<file path="config.mk">
export PLATFORM = sky130hd
export DESIGN_NAME = verify_load_sequencer
export DESIGN_NICKNAME = d
export VERILOG_FILES = /design/src/rtl/verify_load_sequencer.sv
export SDC_FILE = /design/constraint.sdc
export NUM_CORES = 1
export LEC_CHECK = 0
export BUFFER_PORTS_ARGS = -buffer_cell sky130_fd_sc_hd__buf_2
export CAP_MARGIN = 25
export CELL_PAD_IN_SITES_DETAIL_PLACEMENT = 0
export CELL_PAD_IN_SITES_GLOBAL_PLACEMENT = 1
export CORE_MARGIN = 2
export CORE_UTILIZATION = 30
export DETAILED_ROUTE_END_ITERATION = 7
export GPL_TIMING_DRIVEN = 0
export PLACE_DENSITY_LB_ADDON = 0.1
export SLEW_MARGIN = 20
export SYNTH_ARGS = -nofsm -noshare
export SYNTH_HDL_FRONTEND = slang
export SYNTH_SLANG_ARGS = --single-unit
</file>
<file path="constraint.sdc">
create_clock -name clk -period 5.8 [get_ports clk]
set_input_delay 1.16 -clock clk [delete_from_list [all_inputs] [get_ports clk]]
set_output_delay 1.16 -clock clk [all_outputs]
set_load 0.1 [all_outputs]
</file>
<file path="src/rtl/verify_load_sequencer.sv">
// verify_load_sequencer: streams one Dilithium verify operation (rho, c, z, t1, mlen, m, h)
// from a synchronous-read operand buffer into the core and collects the accept/reject result.
//   clk, rst (async, active-low)
//   go, lvl_i, mlen_i               : run request, level and message length (sampled on go)
//   busy, done, reject, bad_lvl     : run status; reject and cycles hold until the next accepted go
//   cycles                          : clocks from the accepted go up to and including done
//   rd_en, rd_seg, rd_addr, rd_data : operand buffer port, data one cycle after rd_en
//   core_start/mode/lvl/valid/ready/data : core control and 64-bit input stream
//   res_valid, res_ready, res_data  : core result handshake, res_data == 1 means reject
module verify_load_sequencer #(
   parameter int CNT_W = 32
) (
   input  logic             clk,
   input  logic             rst,
   input  logic             go,
   input  logic [2:0]       lvl_i,
   input  logic [15:0]      mlen_i,
   output logic             busy,
   output logic             done,
   output logic             reject,
   output logic             bad_lvl,
   output logic [CNT_W-1:0] cycles,
   output logic             rd_en,
   output logic [2:0]       rd_seg,
   output logic [9:0]       rd_addr,
   input  logic [63:0]      rd_data,
   output logic             core_start,
   output logic [1:0]       core_mode,
   output logic [2:0]       core_lvl,
   output logic             core_valid,
   input  logic             core_ready,
   output logic [63:0]      core_data,
   input  logic             res_valid,
   output logic             res_ready,
   input  logic [63:0]      res_data
);
   localparam logic [3:0] IDLE = 4'd0, START = 4'd1, RHO = 4'd2, H = 4'd8, RESULT = 4'd9;
   logic [3:0]  state;
   logic [1:0]  st_cnt;
   logic [2:0]  lvl;
   logic [15:0] mlen;
   logic [13:0] snd_cnt, iss_addr;
   logic [2:0]  iss_seg, snd_seg;
   logic        iss_act, inf_v, inf_m;
   logic [1:0]  q_cnt, wi;
   logic [63:0] q [3];
   logic [63:0] din;
   logic        legal, issue, push, pop, in_seg, snd_last, iss_last;
   // Segment index k follows stream order: 0 rho, 1 c, 2 z, 3 t1, 4 mlen, 5 m, 6 h.
   function automatic logic [13:0] seg_len(input logic [2:0] k, input logic [2:0] l, input logic [15:0] ml);
      logic [13:0] mw;
      mw = {1'b0, ml[15:3]} + {13'd0, |ml[2:0]};
      return k == 3'd2 ? (l == 3'd2 ? 14'd288 : l == 3'd3 ? 14'd400 : 14'd560) :
             k == 3'd3 ? (l == 3'd2 ? 14'd160 : l == 3'd3 ? 14'd240 : 14'd320) :
             k == 3'd4 ? 14'd1 :
             k == 3'd5 ? (ml == 16'd0 ? 14'd1 : mw) :
             k == 3'd6 ? (l == 3'd3 ? 14'd8 : 14'd11) : 14'd4;
   endfunction
   assign legal      = lvl_i == 3'd2 || lvl_i == 3'd3 || lvl_i == 3'd5;
   assign busy       = state != IDLE;
   assign done       = state == RESULT && res_valid;
   assign res_ready  = state == RESULT;
   assign core_start = state == START && st_cnt == 2'd2;
   assign core_mode  = 2'd1;
   assign core_lvl   = lvl;
   assign core_valid = q_cnt != 2'd0;
   assign core_data  = q[0];
   assign pop        = core_valid && core_ready;
   assign in_seg     = state >= RHO && state <= H;
   assign snd_seg    = 3'(state - RHO);
   assign snd_last   = snd_cnt == seg_len(snd_seg, lvl, mlen) - 14'd1;
   assign iss_last   = iss_addr == seg_len(iss_seg, lvl, mlen) - 14'd1;
   // q[0] is the output register, q[1..2] the skid FIFO; keep skid entries plus in-flight reads <= 1.
   assign issue      = iss_act && ({1'b0, q_cnt} + {2'b0, inf_v}) <= 3'd2;
   // The mlen word takes a read slot without touching the buffer so stream order stays intact.
   assign rd_en      = issue && iss_seg != 3'd4;
   assign rd_seg     = iss_seg > 3'd4 ? iss_seg - 3'd1 : iss_seg;
   assign rd_addr    = iss_addr[9:0];
   assign push       = inf_v;
   assign din        = inf_m ? {48'd0, mlen} : rd_data;
   assign wi         = q_cnt - 2'(pop);
   always_ff @(posedge clk or negedge rst) begin
      if (!rst) begin
         state    <= IDLE;
         st_cnt   <= '0;
         lvl      <= '0;
         mlen     <= '0;
         snd_cnt  <= '0;
         iss_addr <= '0;
         iss_seg  <= '0;
         iss_act  <= 1'b0;
         inf_v    <= 1'b0;
         inf_m    <= 1'b0;
         q_cnt    <= '0;
         q[0]     <= '0;
         q[1]     <= '0;
         q[2]     <= '0;
         reject   <= 1'b0;
         bad_lvl  <= 1'b0;
         cycles   <= '0;
      end else begin
         bad_lvl <= state == IDLE && go && !legal;
         if (busy && cycles != '1) cycles <= cycles + CNT_W'(1);
         inf_v <= issue;
         inf_m <= issue && iss_seg == 3'd4;
         if (pop) begin
            q[0] <= q[1];
            q[1] <= q[2];
         end
         if (push) q[wi] <= din;
         q_cnt <= q_cnt + 2'(push) - 2'(pop);
         if (issue) begin
            iss_addr <= iss_last ? '0 : iss_addr + 14'd1;
            if (iss_last) begin
               iss_seg <= iss_seg == 3'd6 ? 3'd0 : iss_seg + 3'd1;
               iss_act <= iss_seg != 3'd6;
            end
         end
         if (pop) snd_cnt <= snd_last ? '0 : snd_cnt + 14'd1;
         if (state == IDLE) begin
            if (go && legal) begin
               state  <= START;
               st_cnt <= '0;
               lvl    <= lvl_i;
               mlen   <= mlen_i;
               cycles <= '0;
               reject <= 1'b0;
            end
         end else if (state == START) begin
            st_cnt <= st_cnt + 2'd1;
            if (st_cnt == 2'd2) begin
               state   <= RHO;
               iss_act <= 1'b1;
            end
         end else if (state == RESULT) begin
            if (res_valid) begin
               state  <= IDLE;
               reject <= res_data == 64'd1;
            end
         end else if (in_seg && pop && snd_last) begin
            state <= state + 4'd1;
         end
      end
   end
endmodule

</file>
# Word level (Yosys, flattened, before mapping)
# Cells that the tools add are included.
[classes]
n_bitwise = 1
reduce_logical = 31
mux = 49
magnitude_cmp = 6
n_eq_ne = 28
addsub = 15
[ops]
columns = ["operator", "n"]
rows = [
  ["$bwmux 192", 1],
  ["$mux 192", 1],
  ["$mux 14", 12],
  ["$demux 64 s2", 1],
  ["$mux 128", 1],
  ["$mux 64", 2],
  ["$mux 32", 3],
  ["$eq 64x1->1 const B", 1],
  ["$add 32x1->32 const B", 1],
  ["$mux 4", 8],
  ["$ne 32x32->1 const B", 1],
  ["$add 14x1->14 const B", 2],
  ["$eq 14x14->1", 2],
  ["$sub 14x1->14 const B", 2],
  ["$eq 3x2->1 const B", 8],
  ["$eq 3x3->1 const B", 7],
  ["$mux 10", 2],
  ["$mux 9", 2],
  ["$logic_not 16->1", 1],
  ["$add 13x1->14", 1],
  ["$logic_and 1x1->1", 14],
  ["$mux 1", 10],
  ["$ne 3x3->1 const B", 3],
  ["$mux 2", 4],
  ["30 further kinds", 40],
]
[word_totals]
wordCells = 147
out_inout_bits = 122
register_bits = 287
in_bits = 152

# Logic depth before layout (Yosys ltp)
[logic_depth]
ltp_word = 14
ltp_mapped = 17
ltp_nobuf = 15

# Least setup slack after synthesis
# Ideal clock, no wire load.
[synth_path]
path_type = "reg-to-output"
start = "register state[1]"
end = "output port done"
setup_slack_ps = -109
path_buffers = 1
t_arrival_ps = 4749
required_time_ps = 4640
path_stages_with_launch = 5
cell_sequence = "dfrtp_1 -> clkbuf_1 -> nor4_1 -> nand2_1 -> inv_1"
[synth_via]
elab_chain_len = 2
[synth_rtl]
columns = ["item", "line_no", "text"]
rows = [
  ["from (decl)", "38", "logic [3:0] state;"],
  ["from (signal assigned)", "141", "state <= state + 4'd1;"],
  ["$eq 4x4->1", "-", ""],
  ["named net res_ready", "34", "output logic res_ready,"],
  ["$logic_and 1x1->1", "61", "assign done = state == RESULT && res_valid;"],
  ["to (decl)", "19", "output logic done,"],
]
# The timed path passes the listed nets, and every way through them passes these cells.

# Final worst setup path
[layout_path]
start = "register state[1]"
end = "register state[0]"
[layout_via]
elab_chain_len = 12
word_cells_on_any_way = 29
cone_classes = "add/sub (2); order compare (2); eq/ne (11); mux (8); reduce/logical (6)"
[layout_rtl]
columns = ["item", "line_no", "text"]
rows = [
  ["$sub 3x2->3", "70", "assign snd_seg = 3'(state - RHO);"],
  ["$eq 3x3->1", "57", "k == 3'd6 ? (l == 3'd3 ? 14'd8 : 14'd11) : 14'd4;"],
  ["$mux 14", "57", ""],
  ["$mux 14", "56", "k == 3'd5 ? (ml == 16'd0 ? 14'd1 : mw) :"],
  ["$mux 14", "55", "k == 3'd4 ? 14'd1 :"],
  ["$mux 14", "54", "k == 3'd3 ? (l == 3'd2 ? 14'd160 : l == 3'd3 ? 14'd240 : 14'd320) :"],
  ["$mux 14", "53", "return k == 3'd2 ? (l == 3'd2 ? 14'd288 : l == 3'd3 ? 14'd400 : 14'd560) :"],
  ["$sub 14x1->14", "71", "assign snd_last = snd_cnt == seg_len(snd_seg, lvl, mlen) - 14'd1;"],
  ["$eq 14x14->1", "71", ""],
  ["$logic_and 1x1->1", "140", "end else if (in_seg && pop && snd_last) begin"],
  ["$reduce_bool 4->1 (no source line)", "-", ""],
  ["$reduce_and 4->1 (no source line)", "-", ""],
]
# Several ways; a longest one is shown, not always the timed one.
# A chain may end at the register's enable or synchronous reset.

==> metrics.md <==
| Metric | Value |
|---|---|
| Outcome | finished clean |
| Initial Util | 30.22% |
| Commonest non-fill, non-tap cell in the layout | nand2_1 |
| Max FO, Critical Path | 10 |
| Clock group share of total power | ~39% |
| Slew @ Worst Pin | roughly 0.9 ns |
| Clock Skew | 0.02512 ns |
| Critical path data required time | 6.23 ns |
| Largest cells by area after synthesis | dfrtp_1 44%, nand2_1 8.6%, mux2_2 5.8%, a31oi_1 5.2%, nor2_1 5.2% |
| Gr busiest metal | met2 |
| DR vias | 14.36k |
| Ports | 274 |
| Final Hold Fails | 0 |
| Initial antenna violation count | 8 |
| RSZ-0062 raised after global routing | no |
| Cell area after synthesis | 16160 µm² |
| Total track usage | roughly a fifth |
| Fin crit period | 4.996 ns |
| Asr flop ratio synth | 100.0% |
| Finished Layout Cells | between 2k and 3k |
| Post-synth EDFFs | 0 |
| Static Leak | 9.307 nW |
| CTS Sinks | between 200 and 300 |
| DR iter-0 viols | 792 |
| Rows | 85 |
| PD cells | 302.4 nW/µm² |
| GR Util met3 | 2.949% |
| Fin Hold WS | 0.4798 ns |
| Worst path cell trace | clkbuf_1 > inv_1 > ha_1 > nand3b_1 > clkbuf_1 > nor3_1 > nor2_1 > ha_1 > xor2_1 > nor4b_1 > a31oi_1 > o32ai_1 > o2111ai_1 > nor4_1 > mux2i_1 > nand2_1 |
| Post-synth cell types | 84 |
| Slew Limit Fails | 0 |
| Drc violations | 0 |
| Worst setup SP type | flip-flop |
| Hold WC Path Type | reg -> reg |
| Fin Setup TNS | 0 ns |
| Switching power | about 0.0022 W |
| Synthesized flop and latch total | roughly 290 |
| First-pass GRT wire length | 84810 µm |
| WL per Instance | approximately 19 µm |
| Placer Congestion | 0.8509 |
| Vias in the first global route | 14.70k |
| Final WL | 53880 µm |
| Antenna viol nets, final | 0 |
| Logic pwr share | 23.7% |
| Post-synth top area share | 44.43% |
| Slack of the worst reg-to-reg path | 0.80 ns |
| Layout Nets | roughly 2.3k |
| Crit path largest cell delay | 0.77 ns |
| Leading area contributor after synthesis | dfrtp_1 |
| Total CTS buffers | 37 |
| Commonest non-fill, non-tap cells in the layout | 372 x nand2_1, 287 x dfrtp_1, 283 x buf_2, 223 x nor2_1, 135 x a31oi_1 |
| Placed cell area | about 19000 µm² |
| Post-route clock period utilization | 86.14% |
| CTS tree | done |
| Die area | 55750 µm² |
| CP Class | reg -> reg |
| Die height | 236.1 µm |
| Synth Area per Inst | 8.766 µm² |
| Achievable frequency | roughly 200 MHz |
| Synth warn | 0 |
| Largest net degree at the start of global routing | 90 |
| CTS Hold Buffers Added | 0 |
| Pint | around 0.0038 W |
| Clock root cell | clkbuf_16 |
| Drt via density | slightly below 5 |
| Post-route setup slack | 0.8038 ns |
| CP arrival | around 5.4 ns |
| Max rail drop VDD | 201.7 µV |
| Hpwl dp | 39690 µm |
| Worst slew margin | between 30% and 40% |
| Fraction of layout cells with a size suffix above 1 | 24.45% |
| Top_reg_cell synth | dfrtp_1 |
| Resize count post-CTS | 0 |
| Core ar. | 53500 µm² |
| Post-synthesis sequential area ratio | 44.43% |
| Setup crit end kind | flip-flop |
| Port Buffers | about 270 |
| GRT overflow | 0 |
| Fillers | approximately 5.6k |
| Dpl cells | between 2k and 3k |
| Max-cap violations | 0 |
| Post-Synthesis Net Count | 2018 |
| Grt met2 use | 31.41% |
| DP Worst Slack | 0.7800 ns |
| Final Cell Area | just under 20000 µm² |
| H-tree Lvls | 2 |
| Clock Path Buffers | 3 |
| Global Route met1 Usage | 26.70% |
| Worst-path clk slew | 0.05 ns |
| Clock latency on the worst-skew pair | between 0.5 and 0.6 ns |
| Switching Fraction | 36.60% |
| Chip width | between 200 and 250 µm |
| Post-Syn Instances | 1844 |
| Area Overhead vs Synth | 22.02% |
| Part of the power in registers | 37.6% |
| Router iterations before antenna repair | 5 |
| Postcts setup bufs | 0 |
| CP max stage cell | nor4_1 |
| # setup viols final | 0 |
==> critical path: cells and delay by family (launching register included) <==
kind                       cells  cell delay (ns)
DFF                            1             0.43
and+or+nand+nor                6             1.94
buffers and inverters          3             0.85
muxes                          1             0.27
xor gates and xnor gates       1             0.25
AOI/OAI and AO/OA              3             0.51
adders and majority gates      2             0.64
==> worst paths after layout <==
kind,cells past startpoint,startpoint,end
worst min-delay path,1,iss_act$_DFF_PN0_,iss_act$_DFF_PN0_
min in group asynchronous,1,rst,cycles[16]$_DFF_PN0_
worst min register to register,1,iss_act$_DFF_PN0_,iss_act$_DFF_PN0_
max in group asynchronous,3,rst,core_data[34]$_DFF_PN0_
worst max register to register,16,state[1]$_DFFE_PN0P_,state[0]$_DFFE_PN0P_
worst max-delay path,16,state[1]$_DFFE_PN0P_,state[0]$_DFFE_PN0P_
==> cells in the mapped netlist, types with 11 or more instances <==
| cell type | number |
|---|---|
| nor2b_1 | 53 |
| nand2b_1 | 12 |
| nand2_1 | 372 |
| nand3_1 | 49 |
| nand4_1 | 18 |
| inv_1 | 25 |
| xnor2_1 | 35 |
| mux2i_1 | 11 |
| or3_1 | 17 |
| o21ai_0 | 25 |
| a21oi_1 | 40 |
| nor3_1 | 24 |
| a31oi_1 | 135 |
| buf_4 | 77 |
| ha_1 | 22 |
| xor2_1 | 51 |
| nor4_1 | 26 |
| buf_2 | 12 |
| and3_1 | 17 |
| a21o_1 | 15 |
| nor2_1 | 223 |
| mux2_2 | 83 |
| dfrtp_1 | 287 |
| clkbuf_1 | 80 |
==> power groups by stage <==
stage | combinational, W | sequential (W) | clock [W]
6_report | 0.00142 | 0.00224 | 0.00230
4_1_cts | 0.00144 | 0.00225 | 0.00238
3_5_place_dp | 0.00143 | 0.00228 | 0
5_1_grt | 0.00153 | 0.00226 | 0.00247
2_1_floorplan | 0.000548 | 0.00271 | 0
3_3_place_gp | 0.00143 | 0.00228 | 0
==> cell type report <==
type | instances | area (µm²) | share of cell area [%]
Sequential cell | 287 | 7182 | 36.41
Clock buffer | 53 | 1087 | 5.513
Multi-Input combinational cell | 1348 | 7890 | 40.00
Buffer | 182 | 997.2 | 5.056
Tap cell | 696 | 870.8 | 4.415
Clock inverter | 11 | 115.1 | 0.5836
Antenna cell | 6 | 15.01 | 0.07612
Inverter | 27 | 101.3 | 0.5138
Timing Repair Buffer | 276 | 1465 | 7.428
==> layer usage <==
layer / wire, µm / vias to the layer above
met3: 2004 / 68
met1: 25960 / 7120
li1: - / 6898
met2: 24820 / 269
met4: 1078 / 2
met5: 13 / -
==> cells by family (layout without fill, tap and decap cells) <==
kind of cell	after synthesis	count (layout)	share of synthesized area (%)
other	2	8	0.04646
adders and majority gates	22	22	1.703
and+or+nand+nor	875	875	25.01
buffers and inverters	209	549	6.796
muxes	94	94	6.463
xor gates and xnor gates	86	86	4.660
AOI/OAI and AO/OA	269	269	10.89
DFF	287	287	44.43
==> stage by stage <==
step	utilization [%]	total power [W]
CTS	36.84	0.006071
floorplan	-	0.003254
detailed placement	34.59	0.003715
finish	36.87	0.005964
global route	36.87	0.006263
global placement	34.39	0.003701
Power figures use the tool's default switching activity.
